## src/rtl/xadc_scan_sequencer.sv

```systemverilog
// xadc_scan_sequencer
// Reads the N_CH XADC conversion result registers over the DRP port after
// every end-of-sequence pulse and streams 12-bit samples tagged with their
// channel index to the scaling/display logic.
//
// Optional build macro XADC_SCAN_AVG_EN: accumulate four consecutive frames
// per channel and emit only the truncated mean on every fourth frame.
//
// DRP handshake: drp_den is a single-cycle request carrying drp_daddr; the
// matching drp_drdy strobe is accepted only while waiting for that read, and
// drp_do is captured in the same cycle drp_drdy is seen. drp_drdy outside the
// wait window is ignored. Output strobes (sample_valid, frame_done, overrun)
// are one cycle wide with no backpressure.
module xadc_scan_sequencer #(
  parameter int N_CH    = 13,
  parameter int TIMEOUT = 64
) (
  input  logic        pclk,
  input  logic        rst,
  input  logic        eos,
  input  logic [15:0] drp_do,
  input  logic        drp_drdy,
  output logic        drp_den,
  output logic        drp_dwe,
  output logic [6:0]  drp_daddr,
  output logic        sample_valid,
  output logic [3:0]  sample_ch,
  output logic [11:0] sample_data,
  output logic        frame_done,
  output logic        overrun,
  output logic        timeout_err
);

  localparam int TW = (TIMEOUT > 2) ? $clog2(TIMEOUT) : 1;

  localparam logic [1:0] S_IDLE  = 2'd0;
  localparam logic [1:0] S_REQ   = 2'd1;
  localparam logic [1:0] S_WAIT  = 2'd2;
  localparam logic [1:0] S_STORE = 2'd3;

  localparam logic [3:0]    LAST_CH = 4'(N_CH - 1);
  localparam logic [TW-1:0] T_LAST  = TW'(TIMEOUT - 1);

  logic [1:0]    state;
  logic [3:0]    ch;
  logic [TW-1:0] tcnt;
  logic [11:0]   data_q;
  logic [6:0]    daddr_q;
  logic          timeout_q;
  logic          in_store;
  logic          last_ch;
  logic          unused_do_lsbs;

  // ch0 is VP/VN at 7'h03; the auxiliary channels sit contiguously from 7'h10.
  function automatic logic [6:0] ch_addr(input logic [3:0] c);
    if (c == 4'd0) return 7'h03;
    return 7'h0F + {3'b000, c};
  endfunction

  assign in_store       = (state == S_STORE);
  assign last_ch        = (ch == LAST_CH);
  assign unused_do_lsbs = ^drp_do[3:0];

  // Scan FSM: one DRP read per channel, REQ -> WAIT -> STORE, back to IDLE after the last channel.
  always_ff @(posedge pclk) begin
    if (rst) begin
      state     <= S_IDLE;
      ch        <= 4'd0;
      tcnt      <= '0;
      data_q    <= 12'h000;
      daddr_q   <= 7'h00;
      timeout_q <= 1'b0;
    end else begin
      case (state)
        S_IDLE: begin
          if (eos) begin
            ch      <= 4'd0;
            daddr_q <= ch_addr(4'd0);
            state   <= S_REQ;
          end
        end
        S_REQ: begin
          tcnt  <= '0;
          state <= S_WAIT;
        end
        S_WAIT: begin
          if (drp_drdy) begin
            data_q <= drp_do[15:4];
            state  <= S_STORE;
          end else if (tcnt == T_LAST) begin
            data_q    <= 12'h000;
            timeout_q <= 1'b1;
            state     <= S_STORE;
          end else begin
            tcnt <= tcnt + 1'b1;
          end
        end
        default: begin
          if (last_ch) begin
            state <= S_IDLE;
          end else begin
            ch      <= ch + 4'd1;
            daddr_q <= ch_addr(ch + 4'd1);
            state   <= S_REQ;
          end
        end
      endcase
    end
  end

  assign drp_den     = (state == S_REQ);
  assign drp_dwe     = 1'b0;
  assign drp_daddr   = daddr_q;
  assign sample_ch   = ch;
  assign timeout_err = timeout_q;
  // A new EOS can only be taken in IDLE; anywhere else it is reported and dropped.
  assign overrun     = eos && (state != S_IDLE) && !rst;

`ifdef XADC_SCAN_AVG_EN
  logic [13:0] acc [N_CH];
  logic [1:0]  fcnt;
  logic [13:0] acc_sum;
  logic        emit;
  logic [1:0]  unused_sum_lsbs;

  assign acc_sum         = acc[ch] + {2'b00, data_q};
  assign emit            = (fcnt == 2'd3);
  assign unused_sum_lsbs = acc_sum[1:0];

  // Per-channel running sums over four frames; cleared on the frame that emits them.
  always_ff @(posedge pclk) begin
    if (rst) begin
      fcnt <= 2'd0;
      for (int i = 0; i < N_CH; i++) acc[i] <= 14'h0000;
    end else if (in_store) begin
      acc[ch] <= emit ? 14'h0000 : acc_sum;
      if (last_ch) fcnt <= fcnt + 2'd1;
    end
  end

  assign sample_valid = in_store && emit;
  assign frame_done   = in_store && last_ch && emit;
  assign sample_data  = acc_sum[13:2];
`else
  assign sample_valid = in_store;
  assign frame_done   = in_store && last_ch;
  assign sample_data  = data_q;
`endif

endmodule

```

## config.mk

```make
export PLATFORM = sky130hd
export DESIGN_NAME = xadc_scan_sequencer
export DESIGN_NICKNAME = d
export VERILOG_FILES = /design/src/rtl/xadc_scan_sequencer.sv
export SDC_FILE = /design/constraint.sdc
export NUM_CORES = 1
export LEC_CHECK = 0
export ABC_AREA = 1
export CELL_PAD_IN_SITES_DETAIL_PLACEMENT = 0
export CELL_PAD_IN_SITES_GLOBAL_PLACEMENT = 1
export CORE_MARGIN = 5
export CORE_UTILIZATION = 32
export CTS_CLUSTER_SIZE = 14
export DETAILED_ROUTE_END_ITERATION = 7
export HOLD_SLACK_MARGIN = 0.08
export PLACE_DENSITY_LB_ADDON = 0.1
export SETUP_SLACK_MARGIN = 0.02
export SLEW_MARGIN = 30
export SYNTH_ARGS = -nofsm -noshare
export SYNTH_HDL_FRONTEND = slang
export SYNTH_SLANG_ARGS = --single-unit
```

## constraint.sdc

```tcl
create_clock -name pclk -period 1.7 [get_ports pclk]
set_input_delay 0.17 -clock pclk [delete_from_list [all_inputs] [get_ports pclk]]
set_output_delay 0.17 -clock pclk [all_outputs]
set_load 0.02 [all_outputs]
```

==> results.tsv, run 1 <==
stage	metric	value	unit
floorplanning	Std-Cell Rows	25	
global_route	routing usage on met1	16.4	%
global_route	M2 GR Usage	18.3	%
timing	Fin. Hold Viols	0	
setup_path	R2R Path Start	tcnt[0]	
global_route	number of global-route vias before repair	1261	
cells_and_area	final net count	293	
timing	Final TNS setup	0	ns
global_route	Top Usage Layer GRT	met2	
setup_path	r2r setup slk	0.20	ns
cells_and_area	antenna cells	0	
placed_design	HPWL Detailed	2650	um
timing	Final setup viols	0	
placed_design	Port Buf Inserts	41	
synthesis	number of synthesized flops with an enable pin	0	
synthesis	Mean Syn Cell Area	7.16	um^2
setup_path	CP required	1.53	ns
timing	Pins Over Slew Limit	0	
synthesis	#FFs+latches synth	30	
drt	via-per-instance ratio	4.34	
cts	Clock Path Buffers	2	
synthesis	post-synthesis cell count	214	
synthesis	Top FF cell, synth	dfxtp_1	
timing	clock skew	0.00567	ns
timing	Fmax	637	MHz
timing	RSZ-0062 raised after global routing	no	
cells_and_area	fill count	503	
cts	clock transition at the registers of the reported paths	0.07	ns
cts	latest clock arrival within the worst-skew pair	0.28	ns
power	P_leak	0.876	nW
cts	# Post-CTS Setup Buffers	0	
floorplanning	core area	0.00469	mm^2
synthesis	Seq/Total Area, Yosys	39.2	%
hold_path	min-delay src	drp_do[10]	
synthesis	Synth area leader	dfxtp_1	
drt	Post-DRT Antenna Nets	0	
cts	Sink Count	30	
cells_and_area	share of cells above drive strength 1	12.8	%
flow_run	Max Cap Viol	0	
cts	CTS Hold Bufs	0	
setup_path	Max FO, Critical Path	3	
outcome	run status	finished, final reports clean	
drt	total wire length	3630	um
global_route	met3 Use GR	4.65	%
timing	fin crit period	1.57	ns
drt	vias	1390	
cts	CTS buffer count	5	
cts	Clk Tree Root Cell	clkbuf_8	
drt	Post-route DRC	0	
timing	final worst-path cycle share	92.4	%
floorplanning	Ports	49	
global_route	GRT overflow	0	
floorplanning	Die Y-Extent	79.2	um
cts	TritonCTS clock tree	built	
synthesis	most frequent cells after synthesis	nand2_1, dfxtp_1, a21oi_1, inv_1, nor2_1	
global_route	GRT Total Usage	12.3	%
placed_design	routability cong.	0.731	
floorplanning	chip width	79.2	um
synthesis	Synth async-reset ratio	0	%
drt	Pre-antenna DRT Iters	4	
global_route	initial antenna violation count	0	
drt	DR iter-0 viols	53	
global_route	largest net degree at the start of global routing	27	
setup_path	worst setup path start	sample_ch[0]	
synthesis	largest cells by area after synthesis	dfxtp_1, nand2_1, a21oi_1, ha_1, inv_1	
cells_and_area	Final Core Density	45.8	%
setup_path	crit path capture type	primary output	
synthesis	Cell Area, Synth	0.00153	mm^2
cells_and_area	Layout Area Growth over Synthesis	40.3	%
synthesis	most numerous cell in the Yosys netlist	nand2_1	
cells_and_area	multi-input logic area	812	um^2
cells_and_area	Seq. cell area	601	um^2
power	pwr dens	1250	mW/mm^2
floorplanning	Initial Util	32.6	%
global_route	first-pass GRT wire length	6000	um
synthesis	Synth top area share	39.2	%
synthesis	Synth warnings	0	
cts	H-tree depth	2	
setup_path	Crit Path Category	register to primary output	
power	Peak supply drop	0.509	mV
floorplanning	Die Footprint	0.00627	mm^2
synthesis	Distinct cells, synth	26	
setup_path	arrival time of the worst setup path	1.40	ns
setup_path	CP startpoint kind	register	
drt	WL/cell	11.3	um
hold_path	class of the tightest hold or removal check	primary input to register	
## where the power goes
part           internal (W)  switching, W  leakage (nW)  total [W]
Clock              0.000326      0.000264        0.0482   0.000590
Sequential         0.000800     0.0000632         0.243   0.000863
Combinational      0.000525      0.000701         0.585    0.00123
## what timing repair did
item / 4_1_cts / 5_1_grt
cloned: 0 / 0
endpoints found under the setup margin: 3 / 7
gates resized for setup: 6 / 4
## flip-flops by register name, indices dropped and copies added (netlist names)
| signal | cells |
|---|---|
| sample_data | 12 |
| tcnt | 6 |
| state | 2 |
| drp_daddr | 5 |
| timeout_err | 1 |
| sample_ch | 4 |
## worst paths after layout
path / endpoint / depth (start not counted)
max reg2reg: tcnt[2] / 8
min: sample_data[6] / 3
min reg2reg: sample_data[5] / 2
max: frame_done / 5
## cells in the final DEF (no fill, tap or decap), types with 2 or more instances in the layout
cell type / count
nand2_1: 71
clkdlybuf4s50_1: 37
dfxtp_1: 30
a21oi_1: 26
inv_1: 18
nor2_1: 15
nand3_1: 11
buf_4: 9
ha_1: 8
clkbuf_8: 6
inv_2: 4
nor2_4: 3
conb_1: 3
nor3_1: 2
nand3_2: 2
nand4_1: 2
xor2_1: 2
nor2_2: 2
## critical path: stages (launching register included)
cell	delay, ns
dfxtp_1	0.31
inv_1	0.07
ha_1	0.17
nand3_2	0.11
nor2_1	0.15
clkdlybuf4s15_1	0.32
## cell families (layout without fill, tap and decap cells)
kind of cell / Yosys count / count (layout) / synth area share, %
AOI/OAI and AO/OA: 30 / 30 / 10.7
xor gates and xnor gates: 2 / 2 / 1.14
adders and majority gates: 8 / 8 / 6.54
buffers and inverters: 31 / 81 / 8.74
DFF: 30 / 30 / 39.2
other: 1 / 3 / 0.245
and+or+nand+nor: 112 / 112 / 33.4
## metrics by stage
step	hold slack, ns	total power [W]	setup WS (ns)	std cells	area (um^2)
after detailed placement	0.454	0.00212	0.0218	312	2050
after global placement	0.449	0.00214	0.0295	312	2050
after CTS	0.429	0.00273	0.0418	320	2140
after floorplan	0.317	0.00163	0.163	216	1540
final	0.440	0.00268	0.130	320	2150
after global routing	0.443	0.00292	0.0256	320	2150
## cell type report
cell class / instances / share of cell area (%)
repair buffers: 51 / 23.0
inverters: 22 / 3.84
flip-flops and latches: 30 / 28.0
clock buffers: 7 / 4.02
multi-input cells: 155 / 37.8
clock inverters: 1 / 0.233
well taps: 54 / 3.15
## layer usage
metal | routed length, um | part of all wire (%) | vias up
met4 | 31 | 0.85 | 0
li1 | - | - | 766
met5 | 0 | 0 | -
met3 | 295 | 8.1 | 5
met2 | 1560 | 43 | 42
met1 | 1740 | 48 | 577
Note: power is estimated with default switching activity, not from simulation.
==> run 2: changes to the inputs <==
CAP_MARGIN = 20   (was not set)
CORE_MARGIN = 2   (was 5)
==> run 2 against run 1 <==
Effect of this change:
- sequential share of layout area rose by 0.47 points
- hold slack improved by 0.0051 ns
- core utilization fell by 0.36 points
- via count rose by 1.0%
- final cell count fell by 0.94%
- count of clock-buffer cells in the layout did not move
- clock power fell by 10%
- final area fell by 1.5%
- clock skew rose by 0.0011 ns
- power fell by 2.9%
- worst setup slack improved by 0.0089 ns
- critical path type unchanged
- critical endpoint is now sample_ch[2]
- highest routed layer unchanged
==> results.tsv, run 2 (same netlist as run 1, synthesis figures left out) <==
stage	metric	value	unit	change
placed_design	Post-Place Cells	310		was 312
cells_and_area	final net count	291		was 293
power	pwr dens	1230	mW/mm^2	was 1250 mW/mm^2
cts	H-tree depth	2		unchanged
drt	Post-DRT Antenna Nets	0		unchanged
timing	Pins Over Slew Limit	0		unchanged
floorplanning	core area	0.00466	mm^2	was 0.00469 mm^2
cts	Clk Tree Root Cell	clkbuf_8		unchanged
power	Peak supply drop	0.521	mV	was 0.509 mV
global_route	GRT Total Usage	14.5	%	was 12.3%
floorplanning	Initial Util	32.9	%	was 32.6%
global_route	largest net degree at the start of global routing	27		unchanged
global_route	number of global-route vias before repair	1279		was 1261
hold_path	hold path depth	3		unchanged
cells_and_area	most frequent cells in the layout	nand2_1, clkdlybuf4s50_1, dfxtp_1, a21oi_1, inv_1		unchanged
cts	CTS Hold Bufs	0		unchanged
setup_path	crit path capture type	primary output		unchanged
timing	fin crit period	1.56	ns	was 1.57 ns
cts	TritonCTS clock tree	built		unchanged
drt	WL/cell	11.2	um	was 11.3 um
cts	latest clock arrival within the worst-skew pair	0.28	ns	about the same
setup_path	r2r worst-path depth	8		unchanged
setup_path	Max FO, Critical Path	9		was 3
cells_and_area	Layout Area Growth over Synthesis	38.2	%	was 40.3%
global_route	initial antenna violation count	0		unchanged
setup_path	CP required	1.53	ns	about the same
drt	vias	1404		was 1390
setup_path	arrival time of the worst setup path	1.39	ns	was 1.40 ns
drt	Pre-antenna DRT Iters	4		unchanged
hold_path	class of the tightest hold or removal check	primary input to register		unchanged
drt	DR iter-0 viols	21		was 53
global_route	GRT overflow	0		unchanged
floorplanning	chip width	73.2	um	was 79.2 um
cells_and_area	share of cells above drive strength 1	12.5	%	was 12.8%
timing	Final setup viols	0		unchanged
floorplanning	Die Footprint	0.00536	mm^2	was 0.00627 mm^2
cells_and_area	antenna cells	0		unchanged
power	P_leak	0.857	nW	was 0.876 nW
timing	Fin. Hold Viols	0		unchanged
cts	CTS buffer count	5		unchanged
drt	via-per-instance ratio	4.43		was 4.34
drt	total wire length	3540	um	was 3630 um
timing	Fmax	641	MHz	was 637 MHz
placed_design	Port Buf Inserts	41		unchanged
timing	clock skew	0.00674	ns	was 0.00567 ns
drt	Post-route DRC	0		unchanged
setup_path	CP startpoint kind	register		unchanged
cts	# Post-CTS Setup Buffers	0		unchanged
cells_and_area	final std cells w/o fill	317		was 320
cts	Sink Count	30		unchanged
cts	Clock Path Buffers	2		unchanged
placed_design	routability cong.	0.726		was 0.731
timing	RSZ-0062 raised after global routing	no		unchanged
cells_and_area	max reg flops	12		unchanged
timing	Final TNS setup	0	ns	unchanged
placed_design	HPWL Detailed	2590	um	was 2650 um
floorplanning	Std-Cell Rows	25		unchanged
outcome	run status	finished, final reports clean		unchanged
cells_and_area	most common cell after layout, fill and taps aside	nand2_1		unchanged
flow_run	Max Cap Viol	0		unchanged
floorplanning	Ports	49		unchanged
timing	final worst-path cycle share	91.8	%	was 92.4%
floorplanning	Die Y-Extent	73.2	um	was 79.2 um
cts	clock transition at the registers of the reported paths	0.06	ns	was 0.07 ns
global_route	first-pass GRT wire length	5930	um	was 6000 um
setup_path	Crit Path Category	register to primary output		unchanged
run 2: final cells by class:
cell class                 count  area [um^2]
fill                         495         2540
multi-input combinational    155          815
sequential                    30          602
timing repair buffer          49          474
inverter                      22         82.6
clock buffer                   7         76.3
tap                           54         67.6
run 2: worst paths after layout:
kind / endpoint / from / slack (ns)
worst min-delay path: sample_data[7] / drp_do[11] / 0.45
worst max-delay path: sample_ch[2] / sample_ch[2] / 0.14
worst min register to register: sample_data[5] / sample_data[5] / 0.46
worst max register to register: tcnt[5] / tcnt[0] / 0.19
run 2: stage by stage:
stage	setup slack, ns	total power, W	cell area (um^2)	hold WS [ns]	util [%]
after floorplan	0.163	0.00163	1540	0.317	-
final	0.139	0.00260	2120	0.446	45.4
after global placement	0.0309	0.00211	2040	0.449	43.7
after CTS	0.0449	0.00265	2110	0.433	45.3
after global routing	0.0238	0.00283	2120	0.458	45.4
after detailed placement	0.0225	0.00210	2040	0.452	43.7
run 2: repair_timing:
item | in CTS | in global routing
endpoints found under the setup margin | 3 | 18
gates resized for setup | 6 | 7
gates cloned | 0 | 0
run 2: critical path: stages (launching register included):
cell and delay [ns]:
dfxtp_1 0.35, buf_4 0.16, clkdlybuf4s50_1 0.61
run 2: power breakdown:
part / internal (W) / switching (W)
clock network: 0.000281 / 0.000248
registers: 0.000802 / 0.0000611
logic: 0.000502 / 0.000706
total: 0.00159 / 0.00102
run 2: per-layer routing:
metal | global-route usage (%) | routed length, um | vias up
li1 | - | - | 762
met1 | 19.3 | 1750 | 612
met2 | 21.5 | 1560 | 28
met3 | 5.25 | 209 | 2
met4 | 5.56 | 19 | 0
met5 | 0 | 0 | -
